==> src/rtl/instr_fetch_if.sv <==
// instr_fetch_if
//   Bundles the fetch stage's three bus groups:
//     - instruction-memory request/response
//         imem_req, imem_addr, imem_ready, imem_rvalid, imem_rdata
//     - redirect from execute
//         redirect_valid, redirect_pc
//     - decode-side instruction stream
//         instr_valid, instr_out, instr_pc, instr_ready
//   Modports:
//     master : the fetch stage (instr_fetch)
//     slave  : the environment around it (memory, execute, decode)
//
// Handshake semantics (both valid/ready pairs):
//   A transfer happens on a rising clk edge where valid and ready are both 1.
//   While valid=1 and ready=0, the producer holds valid and its payload unchanged.
//   imem_rvalid has no ready; the fetch stage always accepts a response.
interface instr_fetch_if;
  logic        imem_req;
  logic [31:0] imem_addr;
  logic        imem_ready;
  logic        imem_rvalid;
  logic [31:0] imem_rdata;

  logic        redirect_valid;
  logic [31:0] redirect_pc;

  logic        instr_valid;
  logic [31:0] instr_out;
  logic [31:0] instr_pc;
  logic        instr_ready;

  modport master (
    output imem_req, imem_addr, instr_valid, instr_out, instr_pc,
    input  imem_ready, imem_rvalid, imem_rdata, redirect_valid, redirect_pc, instr_ready
  );

  modport slave (
    input  imem_req, imem_addr, instr_valid, instr_out, instr_pc,
    output imem_ready, imem_rvalid, imem_rdata, redirect_valid, redirect_pc, instr_ready
  );
endinterface

==> src/rtl/instr_fetch.sv <==
// instr_fetch
//   Fetch stage. Owns the PC, issues word requests to instruction memory,
//   buffers returned words in an in-order FIFO and presents {instr, pc} to
//   decode with valid/ready. A redirect from execute reloads the PC, clears
//   the FIFO and arranges for every still-outstanding response to be dropped.
//
// Parameters
//   RESET_PC    PC loaded on reset (word-aligned)
//   FIFO_DEPTH  buffer entries, power of 2 and >= 2; also the outstanding limit
//
// Ports
//   clk               rising-edge clock
//   n_rst             asynchronous active-low reset
//   bus               instr_fetch_if.master (imem, redirect and decode groups)
//   fetch_misaligned  only when FETCH_MISALIGN_CHK_EN is defined: one-cycle
//                     pulse after a redirect whose target had bits[1:0] != 0
//
// Build option
//   FETCH_MISALIGN_CHK_EN  adds fetch_misaligned; without it the low target
//                          bits are silently ignored. Either way the redirect
//                          is applied with pc[1:0] forced to 0.
//
// Handshakes: imem accept = imem_req & imem_ready; decode pop =
//   instr_valid & instr_ready (ignored in a redirect cycle); responses have
//   no back-pressure and arrive in request order.
module instr_fetch #(
  parameter logic [31:0] RESET_PC   = 32'h0000_0000,
  parameter int          FIFO_DEPTH = 2
) (
  input  logic clk,
  input  logic n_rst,
  instr_fetch_if.master bus
`ifdef FETCH_MISALIGN_CHK_EN
  ,
  output logic fetch_misaligned
`endif
);

  localparam int AW = $clog2(FIFO_DEPTH);
  localparam int CW = $clog2(FIFO_DEPTH + 1);

  logic [31:0]   pc;
  logic [CW-1:0] outstanding;
  logic [CW-1:0] drop_cnt;
  logic [CW-1:0] fifo_cnt;
  logic [AW-1:0] fifo_wptr;
  logic [AW-1:0] fifo_rptr;
  logic [AW-1:0] tag_wptr;
  logic [AW-1:0] tag_rptr;

  logic [31:0] fifo_instr [FIFO_DEPTH];
  logic [31:0] fifo_pc    [FIFO_DEPTH];
  // PC of each outstanding request, in issue order; popped on every response
  // (kept or dropped) so it always lines up with the memory's return order.
  logic [31:0] tag_pc     [FIFO_DEPTH];

  logic [CW:0]  occupancy;
  logic         accept;
  logic         resp;
  logic         resp_keep;
  logic         pop;
  logic [31:0]  redirect_target;
  logic         unused_redirect_low;

  assign redirect_target     = {bus.redirect_pc[31:2], 2'b00};
  assign unused_redirect_low = ^bus.redirect_pc[1:0];

  // Counting outstanding requests against the buffer space guarantees every
  // kept response has a free FIFO slot waiting for it.
  assign occupancy    = {1'b0, outstanding} + {1'b0, fifo_cnt};
  assign bus.imem_req = n_rst & ~bus.redirect_valid & (occupancy < (CW+1)'(FIFO_DEPTH));
  assign bus.imem_addr = pc;

  assign accept    = bus.imem_req & bus.imem_ready;
  assign resp      = bus.imem_rvalid;
  // A response landing in the redirect cycle belongs to the old stream.
  assign resp_keep = resp & ~bus.redirect_valid & (drop_cnt == '0);
  assign pop       = bus.instr_valid & bus.instr_ready & ~bus.redirect_valid;

  assign bus.instr_valid = (fifo_cnt != '0);
  assign bus.instr_out   = fifo_instr[fifo_rptr];
  assign bus.instr_pc    = fifo_pc[fifo_rptr];

  // PC, counters and pointers.
  always_ff @(posedge clk or negedge n_rst) begin
    if (!n_rst) begin
      pc          <= RESET_PC;
      outstanding <= '0;
      drop_cnt    <= '0;
      fifo_cnt    <= '0;
      fifo_wptr   <= '0;
      fifo_rptr   <= '0;
      tag_wptr    <= '0;
      tag_rptr    <= '0;
    end else begin
      // No accept can coincide with a redirect (imem_req is low then).
      outstanding <= outstanding + CW'(accept) - CW'(resp);
      if (accept) begin
        tag_wptr <= tag_wptr + AW'(1);
      end
      if (resp) begin
        tag_rptr <= tag_rptr + AW'(1);
      end

      if (bus.redirect_valid) begin
        pc        <= redirect_target;
        // Everything still in flight is stale; the response arriving now is
        // discarded directly, so it is not counted.
        drop_cnt  <= outstanding - CW'(resp);
        fifo_cnt  <= '0;
        fifo_wptr <= fifo_rptr;
      end else begin
        if (accept) begin
          pc <= pc + 32'd4;
        end
        if (resp && (drop_cnt != '0)) begin
          drop_cnt <= drop_cnt - CW'(1);
        end
        if (resp_keep) begin
          fifo_wptr <= fifo_wptr + AW'(1);
        end
        if (pop) begin
          fifo_rptr <= fifo_rptr + AW'(1);
        end
        fifo_cnt <= fifo_cnt + CW'(resp_keep) - CW'(pop);
      end
    end
  end

  // Storage. Reset to zero so the decode outputs read 0 out of reset.
  always_ff @(posedge clk or negedge n_rst) begin
    if (!n_rst) begin
      for (int i = 0; i < FIFO_DEPTH; i++) begin
        fifo_instr[i] <= '0;
        fifo_pc[i]    <= '0;
        tag_pc[i]     <= '0;
      end
    end else begin
      if (accept) begin
        tag_pc[tag_wptr] <= pc;
      end
      if (resp_keep) begin
        fifo_instr[fifo_wptr] <= bus.imem_rdata;
        fifo_pc[fifo_wptr]    <= tag_pc[tag_rptr];
      end
    end
  end

`ifdef FETCH_MISALIGN_CHK_EN
  always_ff @(posedge clk or negedge n_rst) begin
    if (!n_rst) begin
      fetch_misaligned <= 1'b0;
    end else begin
      fetch_misaligned <= bus.redirect_valid & (bus.redirect_pc[1:0] != 2'b00);
    end
  end
`endif

endmodule
==> src/flat_wrapper.sv <==
// flat-port wrapper written by rule: the top's interface ports become plain ports
module instr_fetch_flat 
#(
  parameter logic [31:0] RESET_PC   = 32'h0000_0000,
  parameter int          FIFO_DEPTH = 2
)
  (clk, n_rst, bus_imem_req, bus_imem_addr, bus_instr_valid, bus_instr_out, bus_instr_pc, bus_imem_ready, bus_imem_rvalid, bus_imem_rdata, bus_redirect_valid, bus_redirect_pc, bus_instr_ready);
  instr_fetch_if bus_i ();
  input  logic clk;
  input  logic n_rst;
  output wire logic [$bits(bus_i.imem_req)-1:0] bus_imem_req;
  output wire logic [$bits(bus_i.imem_addr)-1:0] bus_imem_addr;
  output wire logic [$bits(bus_i.instr_valid)-1:0] bus_instr_valid;
  output wire logic [$bits(bus_i.instr_out)-1:0] bus_instr_out;
  output wire logic [$bits(bus_i.instr_pc)-1:0] bus_instr_pc;
  input wire logic [$bits(bus_i.imem_ready)-1:0] bus_imem_ready;
  input wire logic [$bits(bus_i.imem_rvalid)-1:0] bus_imem_rvalid;
  input wire logic [$bits(bus_i.imem_rdata)-1:0] bus_imem_rdata;
  input wire logic [$bits(bus_i.redirect_valid)-1:0] bus_redirect_valid;
  input wire logic [$bits(bus_i.redirect_pc)-1:0] bus_redirect_pc;
  input wire logic [$bits(bus_i.instr_ready)-1:0] bus_instr_ready;
  assign bus_imem_req = bus_i.imem_req;
  assign bus_imem_addr = bus_i.imem_addr;
  assign bus_instr_valid = bus_i.instr_valid;
  assign bus_instr_out = bus_i.instr_out;
  assign bus_instr_pc = bus_i.instr_pc;
  assign bus_i.imem_ready = bus_imem_ready;
  assign bus_i.imem_rvalid = bus_imem_rvalid;
  assign bus_i.imem_rdata = bus_imem_rdata;
  assign bus_i.redirect_valid = bus_redirect_valid;
  assign bus_i.redirect_pc = bus_redirect_pc;
  assign bus_i.instr_ready = bus_instr_ready;
  instr_fetch #(.RESET_PC(RESET_PC), .FIFO_DEPTH(FIFO_DEPTH)) u_core (.clk(clk), .n_rst(n_rst), .bus(bus_i));
endmodule
==> config.mk <==
export PLATFORM = sky130hd
export DESIGN_NAME = instr_fetch_flat
export DESIGN_NICKNAME = d
export VERILOG_FILES = /design/src/rtl/instr_fetch_if.sv /design/src/rtl/instr_fetch.sv /design/src/flat_wrapper.sv
export SDC_FILE = /design/constraint.sdc
export NUM_CORES = 1
export LEC_CHECK = 0
export ABC_CLOCK_PERIOD_IN_PS = 2800
export BUFFER_PORTS_ARGS = -buffer_cell sky130_fd_sc_hd__buf_4
export CAP_MARGIN = 20
export CORE_MARGIN = 1
export CORE_UTILIZATION = 40
export CTS_CLUSTER_DIAMETER = 30
export DETAILED_ROUTE_END_ITERATION = 16
export GPL_ROUTABILITY_DRIVEN = 0
export PLACE_DENSITY = 0.66
export SLEW_MARGIN = 15
export SYNTH_ARGS = -nofsm -noshare
export SYNTH_HDL_FRONTEND = slang
export SYNTH_SLANG_ARGS = --single-unit
==> constraint.sdc <==
create_clock -name clk -period 2.8 [get_ports clk]
set_input_delay 0.42 -clock clk [delete_from_list [all_inputs] [get_ports clk]]
set_output_delay 0.42 -clock clk [all_outputs]
set_load 0.03 [all_outputs]
# After elaboration in Yosys (flattened, before gate mapping)
# Cells that the tools add are included.
# classes
n_addsub	12
shift	0
reduce_logical	10
multipliers	0
eq_ne	0
order_cmp	7
div_mod_pow	0
n_bitwise	12
mux	23
# ops
op	n
$mux W32	13
$bwmux W64	3
$demux W32 S1	2
$add A32 B3 Y32 const B	1
$reduce_bool A2 Y1	5
$ge A2 B2 Y1 const B	4
$not A1 Y2	4
$and A1 B1 Y1	7
$mux W2	3
$sub A2 B1 Y2	3
$add A1 B1 Y1 const B	4
$add A2 B1 Y2	2
$lt A2 B1 Y1 const B	2
$add A2 B2 Y3	1
$logic_and A1 B1 Y1	3
$lt A3 B2 Y1 const B	1
$logic_not A2 Y1	1
$mux W1	2
$reduce_and A2 Y1	1
$sub A2 B1 Y2 const B	1
$not A1 Y1	1
# totals
mem_bits_ro	0
regBits	234
ram_bits	0
memories	0
latchBits	0

# Depth between registers and ports, before layout
# logic_depth
word_depth	6
mapped_depth	10
depth_no_buf	9

# Worst setup path before layout
# Ideal clock, no wire load.
# synth_path
path_type	reg-to-output
startpoint	register u_core.fifo_cnt[0]
endpoint	output port bus_imem_req
n_path_buf	0
path_stages_with_launch	5
setup_slack_ns	0.387
arrival_time_ns	1.993
required_ns	2.380
path_cell_list	dfrtp_1 inv_1 nor2_1 fa_1 nor4b_1
# synth_between
elab_chain_len	3
# synth_lines
element	line	text
from (decl)	instr_fetch.sv:45	logic [CW-1:0] fifo_cnt;
from (signal assigned)	instr_fetch.sv:125	fifo_cnt <= fifo_cnt + CW'(resp_keep) - CW'(pop);
$add A2 B2 Y3	instr_fetch.sv:70	assign occupancy = {1'b0, outstanding} + {1'b0, fifo_cnt};
$lt A3 B2 Y1	instr_fetch.sv:71	assign bus.imem_req = n_rst & ~bus.redirect_valid & (occupancy < (CW+1)'(FIFO_DEPTH));
$and A1 B1 Y1	instr_fetch.sv:71	
to (decl)	flat_wrapper.sv:11	output wire logic [$bits(bus_i.imem_req)-1:0] bus_imem_req;
# No other way between the ends.

# Worst setup path in the final report
# Ends and elaborated chain as after synthesis.

==> impl_results.md <==
- Clock transition at path regs: 0.05 ns
- Worst Path Required: 2.38 ns
- Post-place instance area: 11690 um^2
- Final TNS setup: 0 ns
- MaxCap Viol Count: 0
- Grt total ovfl: 0
- Crit end category: output pin
- CTS max path bufs: 3
- Min Clock Period, post-route: 2.521 ns
- Max-slew headroom: 48.03%
- F_max: 0.3966 GHz
- Ys flop type: dfrtp_1
- Initial Utilization: 40.99%
- Cts bufs inserted: 52
- PwrDens: 1350 nW/um^2
- IO buf count: 161
- Vias post-DR: between 6000 and 7000
- Core Footprint: 24460 um^2
- Clk Latency, worst-skew pair: 0.54 ns
- CTS tree: built
- Terminus of the critical flop-to-flop path: u_core.bus.imem_addr[12]
- Async SR Flop Fraction: 100.0%
- Final hold vios: 0
- Cell Area, Synth: around 10000 um^2
- Crit path largest cell delay: around 0.48 ns
- Fraction of layout cells with a size suffix above 1: ~43%
- DR vias/cell: 5.086
- Starting DRT DRC Count: about 280
- Largest net degree at the start of global routing: just over 90
- Yosys Warn Count: 0
- Worst hold path cell count: 2
- Min-delay worst type: primary input to flip-flop
- Area share of the largest cell type after synthesis: 55.91%
- #FFs+latches synth: 224
- Status: complete, no violations
- Slew Limit Fails: 0
- Crit-path max FO: 3
- CTS Root Buffer Type: clkbuf_16
- Mean Syn Cell Area: roughly 12 um^2
- Number of global-route vias before repair: 7139
- Worst R2R Path Depth: 8
- DR WL/cell: 16.54 um
- Setup Fix Bufs, Post-CTS: 0
- Drt total wl: 22700 um
- Maximum vdd drop: 608.9 uV
- Pleak: 6.354 nW
- Die Ht: 160.3 um
- Detail Route Antenna Nets: 0
- Type of origin of the critical path: flip-flop
- Hold Startpoint: bus_redirect_pc[14]
- Area leader, netlist: dfrtp_1
- Commonest non-fill, non-tap cell in the layout: dfrtp_1
- EDFF count, synth: 0
- Clk_skew: 0.02334 ns
- Post-Layout Inst Area: between 10000 and 15000 um^2
- Die Width: 160.3 um
- R2R Path Start: u_core.fifo_cnt[0]
- Dpl hpwl: approximately 15000 um
- # DRC: 0
- Synth cell types: 49
- H-tree Lvls: 2
- Worst-Margin Slew: 0.7738 ns
- Die ar.: 25700 um^2
- Number of cells produced by synthesis: 821
- Synth area leaders: dfrtp_1 (56%), mux2_2 (18%), mux2i_1 (3.3%)
- Antenna violations before repair: 0
- CP Cell Sequence: inv_1 > nor2_1 > fa_1 > nor4b_1 > buf_4
- Io pins: 168
- Slowest-stage cell, CP: fa_1
- Drt pass-1 iters: 5
- Area Growth Syn to Fin: 36.62%
- WP data arrival: 2.10 ns
- # rows: 57
- Unrepaired setup endpoints after global routing: no
- CTS sink cnt: 224
- FF-to-FF setup slack: between 0.3 and 0.4 ns
- Hold slack: 0.07658 ns
- Final setup viols: 0
- Commonest non-fill, non-tap cells in the layout: dfrtp_1 (223), buf_4 (172), mux2_2 (158)
- Nets: 1085
- Hold EP: u_core.bus.imem_addr[14]
- GRT Overall Usage: 18.05%
- Post-synthesis sequential area ratio: 55.91%
- First-pass GRT wire length: ~37000 um
- Setup CP Type: flip-flop to output pin
- Final Cycle Share: 90.05%
- Diode count: 0
-- cell families after synthesis --
kind of cell | synth area share, %
flip-flops | 55.91
multiplexers | 23.96
AND/OR/NAND/NOR | 8.486
AO/OA/AOI/OAI | 5.591
buffers and inverters | 2.708
XOR/XNOR | 2.359
adder cells (fa/ha/maj) | 0.9484
other | 0.03740
-- metrics by stage --
| stage | utilization, % | power [mW] | worst slack, ns | cells |
|---|---|---|---|---|
| floorplan | - | 9.620 | 0.3869 | 824 |
| global placement | 47.79 | 11.66 | 0.3949 | 1277 |
| detailed placement | 47.79 | 11.80 | 0.3596 | 1277 |
| CTS | 55.99 | 18.71 | 0.2537 | 1372 |
| global route | 55.99 | 19.47 | 0.1484 | 1372 |
| finish | 55.99 | 18.50 | 0.2786 | 1372 |
-- power by group --
part           switching, mW  leakage (nW)  internal, mW
combinational           3.36          2.61          2.90
clock                   1.88         0.966          4.92
sequential             0.804          2.78          4.65
total                   6.03          6.35          12.5
-- worst max path at each step --
stage                  startpoint                  endpoint  slack [ns]  depth (start not counted)
5_1_grt        u_core.fifo_cnt[0]              bus_imem_req        0.15                          5
4_1_cts        u_core.fifo_cnt[0]              bus_imem_req        0.25                          5
3_3_place_gp   u_core.fifo_cnt[0]  u_core.bus.imem_addr[12]        0.39                          8
2_1_floorplan  u_core.fifo_cnt[0]              bus_imem_req        0.39                          4
6_report       u_core.fifo_cnt[0]              bus_imem_req        0.28                          5
3_5_place_dp   u_core.fifo_cnt[0]  u_core.bus.imem_addr[12]        0.36                          8
-- area by class of cell --
| type | instances | area (um^2) |
|---|---|---|
| clock inverters | 34 | 561.8 |
| well taps | 324 | 405.4 |
| multi-input cells | 538 | 4175 |
| fillers | 2057 | 10770 |
| flip-flops and latches | 224 | 5607 |
| inverters | 10 | 37.54 |
| clock buffers | 60 | 1434 |
| repair buffers | 182 | 1476 |
-- layer usage --
metal,part of all wire (%),global-route usage (%)
met1,47,25.44
met2,45,27.17
met3,6.2,4.416
met4,2.2,6.104
met5,0,0
-- cells in the mapped netlist, types with 2 or more instances --
library cell    n
ha_1            6
a21oi_1        33
nor2_1         41
nor4_1          2
inv_2           2
mux2_1         26
mux2i_1        33
nand4_1        12
a31o_1          2
xnor2_1         8
o311ai_0        3
nor3_1          6
and3_1          4
nand3_1        18
buf_1           5
o211ai_1        5
dfrtp_1       224
mux2_2        158
buf_4           4
and2_1          4
buf_2          13
clkbuf_1       29
o21ai_1        15
xor2_1         19
inv_1           8
o21ai_0        40
nand2_1        79
-- what timing repair did --
action | CTS | global route
gates resized for setup | 0 | 0
endpoints found under the hold margin | 14 | 0
setup endpoints to repair | 0 | 0
hold buffers | 1 | 0
-- critical path, delay by kind of cell, from the launching register on --
family / cells / cell delay [ns]
AND/OR/NAND/NOR: 2 / 0.41
buffers and inverters: 2 / 0.32
flip-flops: 1 / 0.37
adder cells (fa/ha/maj): 1 / 0.48
-- state kept, by name (all words and copies together), names as in the netlist --
register	cells
u_core.tag_wptr	1
u_core.outstanding	2
u_core.tag_pc	60
u_core.fifo_instr	64
u_core.fifo_wptr	1
u_core.bus.imem_addr	30
u_core.drop_cnt	2
u_core.fifo_pc	60
u_core.fifo_rptr	1
u_core.fifo_cnt	2
u_core.tag_rptr	1
Note: power is estimated with default switching activity, not from simulation.
